===== config.mk =====
export PLATFORM = sky130hd
export DESIGN_NAME = decode_stage_flat
export DESIGN_NICKNAME = d
export VERILOG_FILES = /design/src/rtl/decode_pkg.sv /design/src/rtl/decode_stage_if.sv /design/src/rtl/instr_fields.sv /design/src/rtl/decode_stage.sv /design/src/flat_wrapper.sv
export SDC_FILE = /design/constraint.sdc
export NUM_CORES = 1
export LEC_CHECK = 0
export BUFFER_PORTS_ARGS = -buffer_cell sky130_fd_sc_hd__buf_2
export CAP_MARGIN = 15
export CORE_ASPECT_RATIO = 1.1
export CORE_MARGIN = 10
export CORE_UTILIZATION = 55
export DETAILED_ROUTE_END_ITERATION = 10
export GPL_TIMING_DRIVEN = 0
export PLACE_DENSITY = 0.8
export SETUP_SLACK_MARGIN = 0.2
export SLEW_MARGIN = 20
export SYNTH_ARGS = -nofsm -noshare
export SYNTH_HDL_FRONTEND = slang
export SYNTH_SLANG_ARGS = --single-unit

===== constraint.sdc =====
create_clock -name clk -period 14.85 [get_ports clk]
set_clock_uncertainty 0.2 [all_clocks]
set_input_delay 4.455 -clock clk [delete_from_list [all_inputs] [get_ports clk]]
set_output_delay 4.455 -clock clk [all_outputs]
set_load 0.1 [all_outputs]

===== src/rtl/decode_pkg.sv =====
// Shared definitions for the MIPS decode stage: instruction types, opcodes,
// field positions and the decoded-entry record stored in the FIFO.
package decode_pkg;

    typedef enum logic [1:0] {
        TYPE_R       = 2'd0,
        TYPE_I       = 2'd1,
        TYPE_J       = 2'd2,
        TYPE_ILLEGAL = 2'd3
    } instr_type_e;

    localparam logic [5:0] OP_SPECIAL = 6'h00;
    localparam logic [5:0] OP_J       = 6'h02;
    localparam logic [5:0] OP_JAL     = 6'h03;
    localparam logic [5:0] OP_BEQ     = 6'h04;
    localparam logic [5:0] OP_BNE     = 6'h05;
    localparam logic [5:0] OP_ADDI    = 6'h08;
    localparam logic [5:0] OP_ADDIU   = 6'h09;
    localparam logic [5:0] OP_SLTI    = 6'h0A;
    localparam logic [5:0] OP_SLTIU   = 6'h0B;
    localparam logic [5:0] OP_ANDI    = 6'h0C;
    localparam logic [5:0] OP_ORI     = 6'h0D;
    localparam logic [5:0] OP_XORI    = 6'h0E;
    localparam logic [5:0] OP_LUI     = 6'h0F;
    localparam logic [5:0] OP_LB      = 6'h20;
    localparam logic [5:0] OP_LW      = 6'h23;
    localparam logic [5:0] OP_LBU     = 6'h24;
    localparam logic [5:0] OP_LHU     = 6'h25;
    localparam logic [5:0] OP_SB      = 6'h28;
    localparam logic [5:0] OP_SH      = 6'h29;
    localparam logic [5:0] OP_SW      = 6'h2B;

    localparam int OPCODE_HI = 31;
    localparam int OPCODE_LO = 26;
    localparam int RS_HI     = 25;
    localparam int RS_LO     = 21;
    localparam int RT_HI     = 20;
    localparam int RT_LO     = 16;
    localparam int RD_HI     = 15;
    localparam int RD_LO     = 11;
    localparam int SHAMT_HI  = 10;
    localparam int SHAMT_LO  = 6;
    localparam int FUNCT_HI  = 5;
    localparam int FUNCT_LO  = 0;
    localparam int IMM_HI    = 15;
    localparam int TARGET_HI = 25;

    typedef struct packed {
        instr_type_e itype;
        logic [5:0]  opcode;
        logic [4:0]  rs;
        logic [4:0]  rt;
        logic [4:0]  rd;
        logic [4:0]  shamt;
        logic [5:0]  funct;
        logic [31:0] imm;
        logic [31:0] target;
        logic [31:0] pc;
    } decoded_t;

    function automatic instr_type_e classify(input logic [5:0] op);
        case (op)
            OP_SPECIAL:                                 return TYPE_R;
            OP_J, OP_JAL:                               return TYPE_J;
            OP_BEQ, OP_BNE, OP_ADDI, OP_ADDIU, OP_SLTI,
            OP_SLTIU, OP_ANDI, OP_ORI, OP_XORI, OP_LUI,
            OP_LB, OP_LW, OP_LBU, OP_LHU, OP_SB, OP_SH,
            OP_SW:                                      return TYPE_I;
            default:                                    return TYPE_ILLEGAL;
        endcase
    endfunction

    // Logical immediates zero-extend; everything else sign-extends.
    function automatic logic imm_zero_ext(input logic [5:0] op);
        return (op == OP_ANDI) || (op == OP_ORI) || (op == OP_XORI);
    endfunction

endpackage


===== src/rtl/decode_stage_if.sv =====
// Bus between the instruction producer, the decode stage and its consumer.
// Valid/ready: a beat moves on a rising edge with valid && ready; valid never waits on ready.
interface decode_stage_if;
    import decode_pkg::*;

    logic        in_valid;
    logic        in_ready;
    logic [31:0] in_instr;
    logic [31:0] in_pc;

    logic        out_valid;
    logic        out_ready;
    instr_type_e out_type;
    logic [5:0]  out_opcode;
    logic [4:0]  out_rs;
    logic [4:0]  out_rt;
    logic [4:0]  out_rd;
    logic [4:0]  out_shamt;
    logic [5:0]  out_funct;
    logic [31:0] out_imm;
    logic [31:0] out_target;
    logic [31:0] out_pc;

    modport master (
        output in_valid, in_instr, in_pc, out_ready,
        input  in_ready, out_valid, out_type, out_opcode, out_rs, out_rt,
               out_rd, out_shamt, out_funct, out_imm, out_target, out_pc
    );

    modport slave (
        input  in_valid, in_instr, in_pc, out_ready,
        output in_ready, out_valid, out_type, out_opcode, out_rs, out_rt,
               out_rd, out_shamt, out_funct, out_imm, out_target, out_pc
    );

endinterface


===== src/rtl/instr_fields.sv =====
// Combinational MIPS field extraction and classification; unused fields of
// each format are forced to zero so the stored entry is canonical.
module instr_fields
    import decode_pkg::*;
(
    input  logic [31:0] i_instr,
    input  logic [31:0] i_pc,
    output decoded_t    o_dec
);

    logic [5:0]  w_opcode;
    logic [15:0] w_imm16;
    logic [3:0]  w_pc4_hi;
    instr_type_e w_type;

    assign w_opcode = i_instr[OPCODE_HI:OPCODE_LO];
    assign w_imm16  = i_instr[IMM_HI:0];
    assign w_type   = classify(w_opcode);
    // Top nibble of pc+4: bits [27:2] all ones means the +4 carries into bit 28.
    assign w_pc4_hi = i_pc[31:28] + 4'(&i_pc[27:2]);

    always_comb begin
        o_dec        = '0;
        o_dec.itype  = w_type;
        o_dec.opcode = w_opcode;
        o_dec.pc     = i_pc;
        case (w_type)
            TYPE_R: begin
                o_dec.rs    = i_instr[RS_HI:RS_LO];
                o_dec.rt    = i_instr[RT_HI:RT_LO];
                o_dec.rd    = i_instr[RD_HI:RD_LO];
                o_dec.shamt = i_instr[SHAMT_HI:SHAMT_LO];
                o_dec.funct = i_instr[FUNCT_HI:FUNCT_LO];
            end
            TYPE_I: begin
                o_dec.rs  = i_instr[RS_HI:RS_LO];
                o_dec.rt  = i_instr[RT_HI:RT_LO];
                o_dec.imm = imm_zero_ext(w_opcode) ? {16'h0000, w_imm16}
                                                   : {{16{w_imm16[15]}}, w_imm16};
            end
            TYPE_J: begin
                o_dec.target = {w_pc4_hi, i_instr[TARGET_HI:0], 2'b00};
            end
            default: begin
            end
        endcase
    end

endmodule


===== src/rtl/decode_stage.sv =====
// Decode stage: classifies each accepted instruction and buffers the decoded
// entry in a small FIFO; also counts accepted illegal instructions (saturating).
module decode_stage
    import decode_pkg::*;
#(
    parameter int FIFO_DEPTH = 2,
    parameter int CNT_W      = 16
) (
    input  logic             clk,
    input  logic             reset,
    decode_stage_if.slave    bus,
    output logic [CNT_W-1:0] illegal_cnt
);

    localparam int              PTR_W    = $clog2(FIFO_DEPTH);
    localparam logic [PTR_W:0]  FULL_CNT = (PTR_W + 1)'(FIFO_DEPTH);

    decoded_t         r_mem [FIFO_DEPTH];
    logic [PTR_W-1:0] r_wr_ptr;
    logic [PTR_W-1:0] r_rd_ptr;
    logic [PTR_W:0]   r_count;
    logic [CNT_W-1:0] r_illegal_cnt;

    decoded_t w_dec;
    decoded_t w_head;
    logic     w_full;
    logic     w_empty;
    logic     w_push;
    logic     w_pop;

    instr_fields u_fields (
        .i_instr (bus.in_instr),
        .i_pc    (bus.in_pc),
        .o_dec   (w_dec)
    );

    // in_ready comes only from registered occupancy, never from out_ready.
    assign w_full  = (r_count == FULL_CNT);
    assign w_empty = (r_count == '0);
    assign w_push  = bus.in_valid && !w_full;
    assign w_pop   = !w_empty && bus.out_ready;

    always_ff @(posedge clk) begin
        if (w_push && !reset) begin
            r_mem[r_wr_ptr] <= w_dec;
        end
    end

    always_ff @(posedge clk) begin
        if (reset) begin
            r_wr_ptr      <= '0;
            r_rd_ptr      <= '0;
            r_count       <= '0;
            r_illegal_cnt <= '0;
        end else begin
            if (w_push) begin
                r_wr_ptr <= r_wr_ptr + PTR_W'(1);
            end
            if (w_pop) begin
                r_rd_ptr <= r_rd_ptr + PTR_W'(1);
            end
            case ({w_push, w_pop})
                2'b10:   r_count <= r_count + (PTR_W + 1)'(1);
                2'b01:   r_count <= r_count - (PTR_W + 1)'(1);
                default: r_count <= r_count;
            endcase
            if (w_push && (w_dec.itype == TYPE_ILLEGAL) && (r_illegal_cnt != '1)) begin
                r_illegal_cnt <= r_illegal_cnt + CNT_W'(1);
            end
        end
    end

    // Empty FIFO presents an all-zero entry rather than stale memory.
    assign w_head = w_empty ? '0 : r_mem[r_rd_ptr];

    assign bus.in_ready   = !w_full;
    assign bus.out_valid  = !w_empty;
    assign bus.out_type   = w_head.itype;
    assign bus.out_opcode = w_head.opcode;
    assign bus.out_rs     = w_head.rs;
    assign bus.out_rt     = w_head.rt;
    assign bus.out_rd     = w_head.rd;
    assign bus.out_shamt  = w_head.shamt;
    assign bus.out_funct  = w_head.funct;
    assign bus.out_imm    = w_head.imm;
    assign bus.out_target = w_head.target;
    assign bus.out_pc     = w_head.pc;
    assign illegal_cnt    = r_illegal_cnt;

endmodule


===== src/flat_wrapper.sv =====
// flat-port wrapper written by rule: the top's interface ports become plain ports
module decode_stage_flat import decode_pkg::*;
#(
    parameter int FIFO_DEPTH = 2,
    parameter int CNT_W      = 16
)
  (clk, reset, illegal_cnt, bus_in_valid, bus_in_instr, bus_in_pc, bus_out_ready, bus_in_ready, bus_out_valid, bus_out_type, bus_out_opcode, bus_out_rs, bus_out_rt, bus_out_rd, bus_out_shamt, bus_out_funct, bus_out_imm, bus_out_target, bus_out_pc);
  decode_stage_if bus_i ();
  input  logic clk;
  input  logic reset;
  output logic [CNT_W-1:0] illegal_cnt;
  input wire logic [$bits(bus_i.in_valid)-1:0] bus_in_valid;
  input wire logic [$bits(bus_i.in_instr)-1:0] bus_in_instr;
  input wire logic [$bits(bus_i.in_pc)-1:0] bus_in_pc;
  input wire logic [$bits(bus_i.out_ready)-1:0] bus_out_ready;
  output wire logic [$bits(bus_i.in_ready)-1:0] bus_in_ready;
  output wire logic [$bits(bus_i.out_valid)-1:0] bus_out_valid;
  output wire logic [$bits(bus_i.out_type)-1:0] bus_out_type;
  output wire logic [$bits(bus_i.out_opcode)-1:0] bus_out_opcode;
  output wire logic [$bits(bus_i.out_rs)-1:0] bus_out_rs;
  output wire logic [$bits(bus_i.out_rt)-1:0] bus_out_rt;
  output wire logic [$bits(bus_i.out_rd)-1:0] bus_out_rd;
  output wire logic [$bits(bus_i.out_shamt)-1:0] bus_out_shamt;
  output wire logic [$bits(bus_i.out_funct)-1:0] bus_out_funct;
  output wire logic [$bits(bus_i.out_imm)-1:0] bus_out_imm;
  output wire logic [$bits(bus_i.out_target)-1:0] bus_out_target;
  output wire logic [$bits(bus_i.out_pc)-1:0] bus_out_pc;
  assign bus_i.in_valid = bus_in_valid;
  assign bus_i.in_instr = bus_in_instr;
  assign bus_i.in_pc = bus_in_pc;
  assign bus_i.out_ready = bus_out_ready;
  assign bus_in_ready = bus_i.in_ready;
  assign bus_out_valid = bus_i.out_valid;
  assign bus_out_type = bus_i.out_type;
  assign bus_out_opcode = bus_i.out_opcode;
  assign bus_out_rs = bus_i.out_rs;
  assign bus_out_rt = bus_i.out_rt;
  assign bus_out_rd = bus_i.out_rd;
  assign bus_out_shamt = bus_i.out_shamt;
  assign bus_out_funct = bus_i.out_funct;
  assign bus_out_imm = bus_i.out_imm;
  assign bus_out_target = bus_i.out_target;
  assign bus_out_pc = bus_i.out_pc;
  decode_stage #(.FIFO_DEPTH(FIFO_DEPTH), .CNT_W(CNT_W)) u_core (.clk(clk), .reset(reset), .bus(bus_i), .illegal_cnt(illegal_cnt));
endmodule

# After elaboration in Yosys (flattened, before gate mapping)
# Memories as Yosys holds them, arrays and structs flattened. A register that Yosys moved wholly into a read port is not among the register bits.
# Cells that the tools add are included.
[classes]
n_reduce_logical = 15
n_eq_ne = 10
n_mux = 11
add_sub_neg = 6
[op_table]
columns = ["cell", "count"]
rows = [
  ["$mux W130", 1],
  ["$mux W32", 3],
  ["$reduce_and A26 Y1", 1],
  ["$eq A6 B4 Y1 const B", 3],
  ["$add A16 B1 Y16 const B", 1],
  ["$mux W16", 1],
  ["$ne A16 B16 Y1 const B", 1],
  ["$mux W10", 1],
  ["$eq A2 B2 Y1 const B", 4],
  ["$logic_and A1 B1 Y1", 5],
  ["$add A4 B1 Y4", 1],
  ["$eq A2 B1 Y1 const B", 2],
  ["$logic_not A2 Y1", 2],
  ["$mux W1", 4],
  ["$pmux W2 S2", 1],
  ["$logic_not A1 Y1", 3],
  ["$add A1 B1 Y1 const B", 2],
  ["$add A2 B1 Y2 const B", 1],
  ["$logic_or A1 B1 Y1", 2],
  ["$reduce_bool A2 Y1", 1],
  ["$reduce_or A2 Y1", 1],
  ["$sub A2 B1 Y2 const B", 1],
]
[word_totals]
output_inout_bits = 148
register_bits = 20
elab_cells = 48
ram_bits = 260
mem_count = 2
mem_bits_ro = 128
[mem_list]
columns = ["name", "depth", "width", "read_ports", "rd_clocked_by_memory_dff", "write_ports", "line_no", "source"]
rows = [
  ["u_core.r_mem", 2, 130, 1, 1, 1, "decode_stage.sv:18", "decoded_t r_mem [FIFO_DEPTH];"],
  ["(no name shown)", 64, 2, 1, 0, 0, "decode_pkg.sv:62", "case (op)"],
]

# Logic depth before layout (Yosys ltp)
[depth]
depth_word = 6
mapped_depth = 9
ltp_nobuf = 8

# By module
# From an unflattened synthesis, not the netlist that was laid out.
[unflattened]
cells_unflattened = 857
hier_area_um2 = 12111.6
[modules_own_cells]
columns = ["module", "cells_per_inst", "area_per_inst_um2", "instances"]
rows = [
  ["decode_stage", 683, 10892.9, 1],
  ["instr_fields", 174, 1218.7, 1],
]

# Least setup slack after synthesis
# No wires, ideal clock.
[synth_timing]
path_kind = "input port to flip-flop"
start = "input reset"
end = "memory u_core.r_mem[1][0] in the netlist's numbering (enable)"
arrival_ns = 13.083
stages = 3
path_slack_ns = 0.820
setup_time_ns = 0.747
cell_sequence = "clkbuf_1 -> clkbuf_1 -> nor3b_1"
[synth_between]
elab_chain_len = 4
[synth_lines]
columns = ["element", "line_no", "source"]
rows = [
  ["start, declared", "flat_wrapper.sv:10", "input logic reset;"],
  ["$logic_not A1 Y1", "decode_stage.sv:44", "if (w_push && !reset) begin"],
  ["$logic_and A1 B1 Y1", "decode_stage.sv:44", ""],
  ["$mux W1", "decode_stage.sv:44", ""],
  ["$mux W1 (not written as such)", "decode_stage.sv:45", "r_mem[r_wr_ptr] <= w_dec;"],
  ["end, declared", "decode_stage.sv:18", ""],
]
# No other way between the ends.

==> metrics.txt <==
outcome=complete, no violations; fmax=roughly 0.12 GHz; Synth Area in XOR/XNOR=0.00504; critical-path maximum fanout=16; TritonRoute pass-1 iters=5; cell taking the most area after synthesis=edfxtp_1; largest family of logic cells by synthesized area=simple AND/OR/NAND/NOR gates; pin count of the biggest net entering global routing=17; die outline height=164 µm; Distinct cells, synth=41; number of synthesized flops with an enable pin=~230; CP Data Arrival Time=between 3 and 4 ns; overall global routing resource usage=0.184; Synth Area in Simple Gates=0.128; Residual DRC=0; Final Wtd Congestion=a little over 0.8; Fill cells=approximately 1,300; synth warn=0; Placement Cell Area=roughly 12,000 µm²; leading post-synthesis cells by cell area=edfxtp_1 65%, mux2i_1 11%, nor2_1 4.6%; Max Slew Vio Count=0; Port-buffer cells=roughly 210; register area share after synthesis=0.691; worst setup path class=reg2out; mux contribution to synthesized area=0.112; max_cap viols=0; Post-CTS Setup Bufs=0; clk slew on worst S/H paths=roughly 0.060 ns; Die X-Extent=around 150 µm; post-CTS sizing=0; Worst-Margin Slew=0.902 ns; Mapped Cells=740; count leader, synth=edfxtp_1; final setup violation count=0; antenna-violating nets left=0; Avg Synthesized Cell Area=between 10 and 15 µm²; Initial Util=0.563; grt ovf=0; final worst-path cycle share=0.555; layout cells sized above 1=0.300; Yosys reg bits=roughly 250; CP Capture Type=output port; vias in the first global route=~7,000; Final Hold Viols=0; synthesis-to-layout area growth=22.8%; initial DRC count=approximately 400; Cell Area, Synth=~10,000 µm²; CTS Buf Count=24; via/cell ratio=5.36; Skew-Pair Late Insertion Delay=around 0.5 ns; io pins=approximately 220; Post-synth top flop=edfxtp_1; Synth async-reset ratio=0; global-route wire length before repair=36,900 µm; commonest cells in the synthesized netlist=226 x edfxtp_1, 127 x nor2_1, 113 x mux2i_1; CTS H-tree lvls=1; WL/cell=~19 µm; Hold WC Path Type=reg2reg; FP Rows=52; clock sink count=approximately 250; via count=~6,800; post-synthesis adder-cell area fraction=0.00960; Final #Nets=1,082; fin area=approximately 13,000 µm²; CTS tree=done; clk root buf=clkbuf_16; initial antenna violation count=2; FF/Latch Area=approximately 7200 µm²; RSZ-0062 raised after global routing=no; compound-gate portion of the synthesized area=0.0230; CTS max path bufs=3; crit start category=flop; Multi-input gate area=2910 µm²; core area=~19,000 µm²; post-synth top area share=0.651; Die Area=between 20,000 and 25,000 µm²; Diodes inserted=0; hold_buf cts=0; hpwl dp=17,700 µm; Rel. slew slack=0.396; minimum clock period=slightly above 8 ns; drt total wl=23,800 µm; Data required, critical path=about 10 ns
## metal layers
metal  share of wire  GRT usage
met1            0.38      0.220
met2            0.50      0.319
met3           0.099     0.0569
met4           0.016     0.0425
met5         0.00055          0
## placed cells by master (no fill, tap or decap), types with 2 or more instances in the layout
cell       Yosys  routed
edfxtp_1     226     226
buf_2          1     213
nor2_1       127     127
mux2i_1      113     113
and2_1        56      56
buf_4         19      40
clkbuf_1      25      29
clkbuf_16      0      25
dfxtp_1       21      21
and3_1        18      18
a21oi_1       14      14
or4_1         13      13
nand4_1       13      13
buf_1         11      11
o31ai_1       11      11
nand3_1       10      10
nand2_1        8       8
buf_6          2       8
ha_1           8       8
clkinv_1       0       7
inv_1          5       5
nor4_1         4       4
xnor2_1        3       3
xor2_1         3       3
or3_1          3       3
o21ai_0        3       3
mux2_2         3       3
clkinv_2       0       3
nor3_1         3       2
nor2_4         2       2
nor2b_1        2       2
conb_1         1       2
bufinv_16      0       2
## path summary, 6_finish.rpt
path	slack [ns]	from	depth (start not counted)	endpoint
worst max-delay path	6.61	flop	7	bus_out_imm[20]
worst min register to register	0.31	u_core.illegal_cnt[10]$_SDFFE_PP0P_	2	u_core.illegal_cnt[10]$_SDFFE_PP0P_
worst max register to register	12.17	u_core.illegal_cnt[0]$_SDFFE_PP0P_	7	u_core.illegal_cnt[1]$_SDFFE_PP0P_
worst min-delay path	0.31	u_core.illegal_cnt[10]$_SDFFE_PP0P_	2	u_core.illegal_cnt[10]$_SDFFE_PP0P_
## registers in the layout, summed over array words and instances (netlist names), named ones only
register and flops:
u_core.r_mem 226, u_core.illegal_cnt 16, u_core.r_count 2, u_core.r_rd_ptr 1, u_core.r_wr_ptr 1
## worst max-delay path, cell delays in order (launching register included)
cell      delay (ns)
dfxtp_1         0.30
clkbuf_1        0.28
buf_2           0.35
buf_1           0.58
mux2i_1         0.19
nor2_1          0.72
buf_4           0.23
buf_2           0.42
## metrics by stage
stage | hold slack (ns) | TNS (ns) | instances | worst slack, ns | util
after floorplan | 0.272 | 0 | 741 | 0.820 | -
after global placement | 0.287 | -768.51 | 1196 | -3.82 | 0.636
after detailed placement | 0.299 | 0 | 1223 | 7.05 | 0.649
after CTS | 0.309 | 0 | 1267 | 6.50 | 0.691
after global routing | 0.338 | 0 | 1267 | 6.24 | 0.691
final | 0.308 | 0 | 1267 | 6.61 | 0.691
## kinds of logic (layout without fill, tap and decap cells)
group | count (synthesis) | after routing
simple gates | 265 | 265
flops | 247 | 247
mux | 116 | 116
buf+inv | 63 | 346
compound gates | 34 | 34
fa+ha+maj | 8 | 8
xor+xnor | 6 | 6
other cells | 1 | 2
## final cells by class
type / instances / share of cell area
Sequential cell: 247 / 0.563
Clock buffer: 29 / 0.0500
Tap cell: 243 / 0.0237
Timing Repair Buffer: 239 / 0.100
Inverter: 5 / 0.00147
Buffer: 58 / 0.0238
Clock inverter: 15 / 0.0101
Multi-Input combinational cell: 431 / 0.228
Power is left out: the tool's default activity adds up to more than one toggle a clock period on the data nets, which glitch-free logic cannot reach.
